==> src/rtl/mix_col_seq_if.sv <==
// mix_col_seq_if: input and output handshake bundle for the column-serial MixColumns sequencer.
interface mix_col_seq_if;
    logic         in_valid;
    logic         in_ready;
    logic [127:0] state_in;
    logic         bypass_in;
    logic         out_valid;
    logic         out_ready;
    logic [127:0] state_out;
    logic         busy;
    modport slave (input in_valid, state_in, bypass_in, out_ready, output in_ready, out_valid, state_out, busy);
    modport master (output in_valid, state_in, bypass_in, out_ready, input in_ready, out_valid, state_out, busy);
endinterface

==> src/rtl/mix_col_seq.sv <==
// mix_col_seq: iterative AES MixColumns over a 128-bit working register, COLS_PER_CYCLE columns per cycle.
module mix_col (
    input  logic [31:0] a,
    output logic [31:0] y
);
    function automatic logic [7:0] xt(input logic [7:0] b);
        return {b[6:0], 1'b0} ^ (b[7] ? 8'h1b : 8'h00);
    endfunction
    logic [7:0] a0, a1, a2, a3;
    assign {a0, a1, a2, a3} = a;
    assign y = {xt(a0) ^ xt(a1) ^ a1 ^ a2 ^ a3,
                a0 ^ xt(a1) ^ xt(a2) ^ a2 ^ a3,
                a0 ^ a1 ^ xt(a2) ^ xt(a3) ^ a3,
                xt(a0) ^ a0 ^ a1 ^ a2 ^ xt(a3)};
endmodule

module mix_col_seq #(
    parameter int COLS_PER_CYCLE = 1
) (
    input logic         clk,
    input logic         rst,
    mix_col_seq_if.slave bus
);
    localparam int RUN_CYCLES = 4 / COLS_PER_CYCLE;
    localparam int CW = RUN_CYCLES > 1 ? $clog2(RUN_CYCLES) : 1;
    typedef enum logic [1:0] {IDLE, RUN, DONE} st_t;
    st_t           st;
    logic [CW-1:0] cnt;
    logic [127:0]  work;
    logic [1:0]    sel   [COLS_PER_CYCLE];
    logic [31:0]   mixed [COLS_PER_CYCLE];
    // column c lives at work[127-32c -: 32], so column index maps to slice 3-c
    for (genvar k = 0; k < COLS_PER_CYCLE; k++) begin : g_mix
        assign sel[k] = 2'(int'(cnt) * COLS_PER_CYCLE + k);
        mix_col u_mix (.a(work[(3 - int'(sel[k])) * 32 +: 32]), .y(mixed[k]));
    end
    assign bus.in_ready  = st == IDLE;
    assign bus.out_valid = st == DONE;
    assign bus.busy      = st != IDLE;
    assign bus.state_out = work;
    always_ff @(posedge clk) begin
        if (rst) begin
            st   <= IDLE;
            cnt  <= '0;
            work <= '0;
        end else begin
            case (st)
                IDLE: if (bus.in_valid) begin
                    work <= bus.state_in;
                    cnt  <= '0;
                    st   <= bus.bypass_in ? DONE : RUN;
                end
                RUN: begin
                    for (int i = 0; i < COLS_PER_CYCLE; i++) work[(3 - int'(sel[i])) * 32 +: 32] <= mixed[i];
                    cnt <= cnt == CW'(RUN_CYCLES - 1) ? '0 : cnt + 1'b1;
                    if (cnt == CW'(RUN_CYCLES - 1)) st <= DONE;
                end
                DONE: if (bus.out_ready) st <= IDLE;
                default: st <= IDLE;
            endcase
        end
    end
endmodule

==> src/flat_wrapper.sv <==
// flat-port wrapper written by rule: the top's interface ports become plain ports
module mix_col_seq_flat 
#(
    parameter int COLS_PER_CYCLE = 1
)
  (clk, rst, bus_in_valid, bus_state_in, bus_bypass_in, bus_out_ready, bus_in_ready, bus_out_valid, bus_state_out, bus_busy);
  mix_col_seq_if bus_i ();
  input logic clk;
  input logic rst;
  input wire logic [$bits(bus_i.in_valid)-1:0] bus_in_valid;
  input wire logic [$bits(bus_i.state_in)-1:0] bus_state_in;
  input wire logic [$bits(bus_i.bypass_in)-1:0] bus_bypass_in;
  input wire logic [$bits(bus_i.out_ready)-1:0] bus_out_ready;
  output wire logic [$bits(bus_i.in_ready)-1:0] bus_in_ready;
  output wire logic [$bits(bus_i.out_valid)-1:0] bus_out_valid;
  output wire logic [$bits(bus_i.state_out)-1:0] bus_state_out;
  output wire logic [$bits(bus_i.busy)-1:0] bus_busy;
  assign bus_i.in_valid = bus_in_valid;
  assign bus_i.state_in = bus_state_in;
  assign bus_i.bypass_in = bus_bypass_in;
  assign bus_i.out_ready = bus_out_ready;
  assign bus_in_ready = bus_i.in_ready;
  assign bus_out_valid = bus_i.out_valid;
  assign bus_state_out = bus_i.state_out;
  assign bus_busy = bus_i.busy;
  mix_col_seq #(.COLS_PER_CYCLE(COLS_PER_CYCLE)) u_core (.clk(clk), .rst(rst), .bus(bus_i));
endmodule
==> config.mk <==
export PLATFORM = sky130hd
export DESIGN_NAME = mix_col_seq_flat
export DESIGN_NICKNAME = d
export VERILOG_FILES = /design/src/rtl/mix_col_seq_if.sv /design/src/rtl/mix_col_seq.sv /design/src/flat_wrapper.sv
export SDC_FILE = /design/constraint.sdc
export NUM_CORES = 1
export LEC_CHECK = 0
export CORE_MARGIN = 5
export CORE_UTILIZATION = 30
export DETAILED_ROUTE_END_ITERATION = 8
export PLACE_DENSITY = 0.57
export SYNTH_ARGS = -nofsm -noshare
export SYNTH_HDL_FRONTEND = slang
export SYNTH_SLANG_ARGS = --single-unit
==> constraint.sdc <==
create_clock -name clk -period 2.7 [get_ports clk]
set_input_delay 0.54 -clock clk [delete_from_list [all_inputs] [get_ports clk]]
set_output_delay 0.54 -clock clk [all_outputs]
set_load 0.1 [all_outputs]
After elaboration in Yosys (flattened, before gate mapping) --
Cells that the tools add are included.
Cells by class: $mul 0, equality and inequality tests 6, $lt $le $gt $ge 0, bitwise gates (word level) 20, divide/modulo/power cells 0, shift operators 3, $add $sub $neg 3, muxes and demuxes 15, reduce and logical (&&, ||, !) cells 5
Operator list (count):
- one-hot mux 128 bit (2 select lines) | 1
- XOR 8 bit | 17
- bitwise mux 128 bit | 1
- two-way mux 128 bit | 1
- variable shift 32 x 33 -> 128 bit (first input constant) | 1
- variable part select 128 x 32 -> 32 bit | 1
- variable part select 32 x 33 -> 128 bit | 1
- negation 32 -> 33 bit | 1
- XOR 8 x 5 -> 8 bit | 3
- two-way mux 5 bit | 4
- two-way mux 2 bit | 6
- one-hot mux 2 bit (3 select lines) | 1
- equality test 2 bit (second input constant) | 2
- inequality test 2 bit (second input constant) | 2
- one-hot mux 2 bit (2 select lines) | 1
- nonzero test 2 bit | 2
- AND reduction 3 bit | 1
- subtractor 2 x 2 -> 3 bit (first input constant) | 1
- adder 2 x 1 -> 2 bit (second input constant) | 1
- equality test 2 x 1 -> 1 bit (second input constant) | 1
- zero test 2 bit | 1
- inequality test 2 x 1 -> 1 bit (second input constant) | 1
- AND reduction 2 bit | 1
Storage, ports and cells: memories 0, register bits 132, latch bits 0, bits in read-only memories 0, output and inout bits 131, input bits 133, bits in writable memories 0

Depth between registers and ports, before layout --
depth in word-level cells 11, depth in mapped cells 11, gate-level depth less buffers 6

By module --
From an unflattened synthesis, not the netlist that was laid out.
Unflattened totals: cell total of the unflattened synthesis 907, area, all modules 8742.1 um^2
Modules (own cells, without submodules):
- mix_col_seq | cells each 822, sequential area each 2642.5 um^2, area each 7417.1 um^2, times used 1
- mix_col | cells each 85, sequential area each 0.0 um^2, area each 1325.0 um^2, times used 1

Worst setup path after synthesis --
No wires, ideal clock.
path type flip-flop to output port, start register u_core.st[1], end output port bus_out_valid, data required time 2.160 ns, setup slack -0.063 ns, arrival 2.223 ns, stages on the path, launching flop included 4, cell sequence dfxtp_1 clkbuf_1 clkbuf_1 nor2b_1
Between the ends: longest elaborated chain between the ends 1
Ends and longest elaborated chain:
- start: declaration | line mix_col_seq.sv:27 | st_t st;
- start signal: assignment | line mix_col_seq.sv:51 | st <= bus.bypass_in ? DONE : RUN;
- equality test 2 bit | line mix_col_seq.sv:38 | assign bus.out_valid = st == DONE;
- end: declaration | line flat_wrapper.sv:15 | output wire logic [$bits(bus_i.out_valid)-1:0] bus_out_valid;
Every way passes these cells.

Final worst setup path --
start register u_core.cnt[1], end register u_core.work[34], in the netlist u_core.bus.state_out[34]
Between the ends: longest elaborated chain between the ends 11, elaborated cells on any way between the ends 31, classes of those cells add/sub (2); shift (3); mux (6); bitwise (20)
Ends and longest elaborated chain:
- start: declaration | line mix_col_seq.sv:28 | logic [CW-1:0] cnt;
- start signal: assignment | line mix_col_seq.sv:55 | cnt <= cnt == CW'(RUN_CYCLES - 1) ? '0 : cnt + 1'b1;
- subtractor 2 x 2 -> 3 bit (*) | line mix_col_seq.sv:35, mix_col_seq.sv:54
- variable part select 128 x 32 -> 32 bit | line mix_col_seq.sv:35 | mix_col u_mix (.a(work[(3 - int'(sel[k])) * 32 +: 32]), .y(mixed[k]));
- two-way mux 5 bit | line mix_col_seq.sv:7 | return {b[6:0], 1'b0} ^ (b[7] ? 8'h1b : 8'h00);
- XOR 8 bit / XOR 8 x 5 -> 8 bit (equally long branches) | line mix_col_seq.sv:7
- XOR 8 bit, on equally long branches (4 in series) | line mix_col_seq.sv:14, mix_col_seq.sv:11, mix_col_seq.sv:12
- variable part select 32 x 33 -> 128 bit | line mix_col_seq.sv:54 | for (int i = 0; i < COLS_PER_CYCLE; i++) work[(3 - int'(sel[i])) * 32 +: 32] <= mixed[i];
- bitwise mux 128 bit (*) | line mix_col_seq.sv:54
- one-hot mux 128 bit (2 select lines) (*) | line mix_col_seq.sv:47 | case (st)
- end signal: assignment | line mix_col_seq.sv:49 | work <= bus.state_in;
- end: declaration | line mix_col_seq.sv:29 | logic [127:0] work;
Mark *: on every way between the ends. The rest lies on a longest branch, timed or not. A chain may end at the register's enable or synchronous reset.

==> flow_metrics.py <==
metrics = {
    "timing": {
        "finalClockSkew_ns": 0.01135,
        "finalHoldViolCount": 0,
        "maxSlewViolCount": 0,
        "maxSlewHeadroom": 0.1426,
        "worst_pin_slew_ns": 1.286,
        "rsz0062_at_grt": "false",
        "fmaxAchievable_mhz": 392.0,
        "fin_crit_ns": 2.551,
        "setup_tns_ns": 0,
        "finalSetupViolations": 0,
        "post-route-period-util": 0.9448,
    },
    "placed_design": {
        "io_buffers": 263,
        "dp_hpwl_mm": 27.32,
        "gp_congestion": 0.8670,
        "dpl_cell_area_um2": 12000,
    },
    "global_route": {
        "grt_pass1_wl_mm": 55.53,
        "antenna_found_initial": 1,
        "grtUsageTotal": 0.2147,
        "grt_overflow_total": 0,
        "grt_max_degree": 133,
        "grt_pass1_vias": 8715,
    },
    "worst_setup_path": {
        "cp_max_fo": 20,
        "crit_type": "reg2reg",
        "worst-path-buf-inv": 1,
        "cpLargestDelayFamily": "XOR/XNOR gates",
        "end_kind": "flip-flop",
        "cp_slowest_stage_delay_ns": 0.62,
        "worst_path_max_delay_cell": "xor2_1",
        "crit_arrival_ns": 2.82,
        "crit_start": "u_core.cnt[1]",
        "path_cells": "buf_12 -> mux4_2 -> xnor3_1 -> xor2_1 -> a211oi_1",
        "start_kind": "flip-flop",
        "crit_required_ns": 2.97,
        "rr_startpoint": "u_core.cnt[1]",
    },
    "route": {
        "drc": 0,
        "ant_nets": 0,
        "wl_mm": 38.20,
        "first_pass_iters": 5,
        "vias": 8818,
        "avgViaCountPerCell": 5.782,
        "wl_per_cell_um": 25.05,
        "drt_iter0_drc": 831,
    },
    "clock_tree": {
        "ctsHoldBuffers": 0,
        "numClockSinks": 132,
        "insertion_delay_ns": 0.42,
        "clk_pin_slew_worst_paths_ns": 0.06,
        "post-cts-setup-buffers": 0,
        "numCtsBuffers": 17,
        "cts_resized": 0,
        "cts_tree": "built",
        "htreeDepth": 4,
        "clk_path_buf_depth": 2,
        "cts_root_buf": "clkbuf_16",
    },
    "job": {
        "timing.max_cap.violations": 0,
    },
    "finish": {
        "antenna_cells": 0,
        "final_layout_size_suffix_gt1_frac": 0.2657,
        "fillers": 2970,
        "final_net_count": 1254,
        "area_growth_pct": 36.67,
        "design_area_um2": 12560,
    },
    "die": {
        "rows": 64,
        "initial_core_util": 0.3019,
        "fp.dieW_um": 185,
        "pin_count": 264,
        "dieArea_um2": 34230,
        "core_um2": 30430,
        "die_h_um": 185,
    },
    "worst_hold_path": {
        "hold_start": "u_core.bus.state_out[32]",
        "hp-class": "reg2reg",
    },
    "pwr": {
        "pwr_density_cell_nw_per_um2": 974.7,
        "p_leak_nw": 4.950,
        "vdd_drop_max_mv": 0.6815,
    },
    "logic_synthesis": {
        "synth_fp_nets": 1042,
        "synth.area.top_cells": "dfxtp_1 (29%), a211oi_1 (18%), o21bai_1 (11%)",
        "syn_area_per_cell_um2": 10.15,
        "yosysTopAreaCell": "dfxtp_1",
        "syn_inst": 905,
        "ys_types": 33,
        "synth_top_cell_area_share": 0.2876,
        "synth_warnings": 0,
        "synth_area_um2": 9188,
        "synth-seq-cells": 132,
        "ys_seq_area_frac": 0.2876,
    },
    "outcome": {
        "status": "complete, no violations",
    },
}
sequential cells by signal (all words and copies together), names as in the netlist:
name	cells
u_core.st	2
u_core.cnt	2
u_core.bus.state_out	128
cell families after synthesis:
kind of cell	after synthesis	synth area share
compound gates	518	0.4047
flops	132	0.2876
buf+inv	114	0.05366
xor+xnor	74	0.1484
mux	36	0.08335
simple gates	27	0.01675
fa+ha+maj	4	0.005448
layout by cell type, fill, tap and decap left out, drive strengths merged, types with 2 or more instances in the layout:
| cell | count |
|---|---|
| xnor3 | 30 |
| a21oi | 132 |
| o21bai | 129 |
| nand2 | 3 |
| nand3b | 2 |
| xnor2 | 9 |
| nor2 | 5 |
| or2 | 4 |
| a211oi | 257 |
| nor2b | 2 |
| clkinv | 2 |
| clkdlybuf4s50 | 131 |
| clkinvlp | 5 |
| dfxtp | 132 |
| xor2 | 22 |
| nor3 | 2 |
| mux2i | 3 |
| xor3 | 13 |
| ha | 4 |
| inv | 4 |
| clkbuf | 23 |
| buf | 172 |
| nor4 | 3 |
| nand2b | 4 |
| mux4 | 32 |
cell type report:
| type | instances | area (µm²) | share of cell area |
|---|---|---|---|
| well taps | 396 | 495.5 | 0.03946 |
| clock buffers | 23 | 478.0 | 0.03806 |
| inverters | 4 | 15.01 | 0.001196 |
| flip-flops and latches | 132 | 2645 | 0.2106 |
| multi-input cells | 659 | 6118 | 0.4872 |
| clock inverters | 8 | 77.57 | 0.006178 |
| repair buffers | 303 | 2728 | 0.2172 |
per-stage QoR:
step / utilization / hold WS (ns) / instances / total power, mW / setup WS, ns
CTS: 0.4127 / 0.5500 / 1525 / 12.25 / 0.1410
global placement: 0.3944 / 0.5300 / 1494 / 9.949 / 0.1461
detailed placement: 0.3944 / 0.5399 / 1494 / 9.944 / 0.1724
floorplan: - / 0.6861 / 905 / 7.895 / 0.07450
global route: 0.4127 / 0.5703 / 1525 / 12.64 / 0.04036
finish: 0.4127 / 0.5512 / 1525 / 12.24 / 0.1490
worst paths after layout:
path	endpoint	slack, ns	cells past startpoint
hold / removal	u_core.bus.state_out[32]	0.55	2
setup / recovery	u_core.bus.state_out[34]	0.15	5
setup reg to reg	u_core.bus.state_out[34]	0.15	5
hold reg to reg	u_core.bus.state_out[32]	0.55	2
power breakdown:
group	internal [mW]	switching [mW]	leakage, nW
sequential	2.28	0.352	1.09
combinational	2.38	4.95	3.60
clock	1.33	0.946	0.257
total	5.99	6.25	4.95
metal layers:
layer  routed length (µm)  global-route usage  vias to the layer above
met2                17950              0.3500                      368
li1                     -                   -                     4033
met1                16520              0.2852                     4360
met3                 2786             0.04969                       55
met4                  928             0.06400                        2
met5                    7                   0                        -
cell usage after synthesis (all sizes together):
master / n
a211oi: 257
nand2: 3
o21bai: 129
buf: 14
nor2: 5
clkbuf: 96
nor3: 2
mux2: 1
or3b: 1
nand4b: 1
inv: 4
xnor2: 9
mux4: 32
or2: 4
ha: 4
mux2i: 3
xor2: 22
xor3: 13
nor2b: 2
nand2b: 4
nor4: 3
a21oi: 132
xnor3: 30
nand3b: 2
dfxtp: 132
worst register-to-register path, delay by kind of cell (launching register included):
| kind | cells | cell delay (ns) |
|---|---|---|
| AOI/OAI and AO/OA | 1 | 0.15 |
| xor gates and xnor gates | 2 | 1.03 |
| buffers and inverters | 1 | 0.21 |
| DFF | 1 | 0.37 |
| muxes | 1 | 0.63 |
Note: power is estimated with default switching activity, not from simulation.
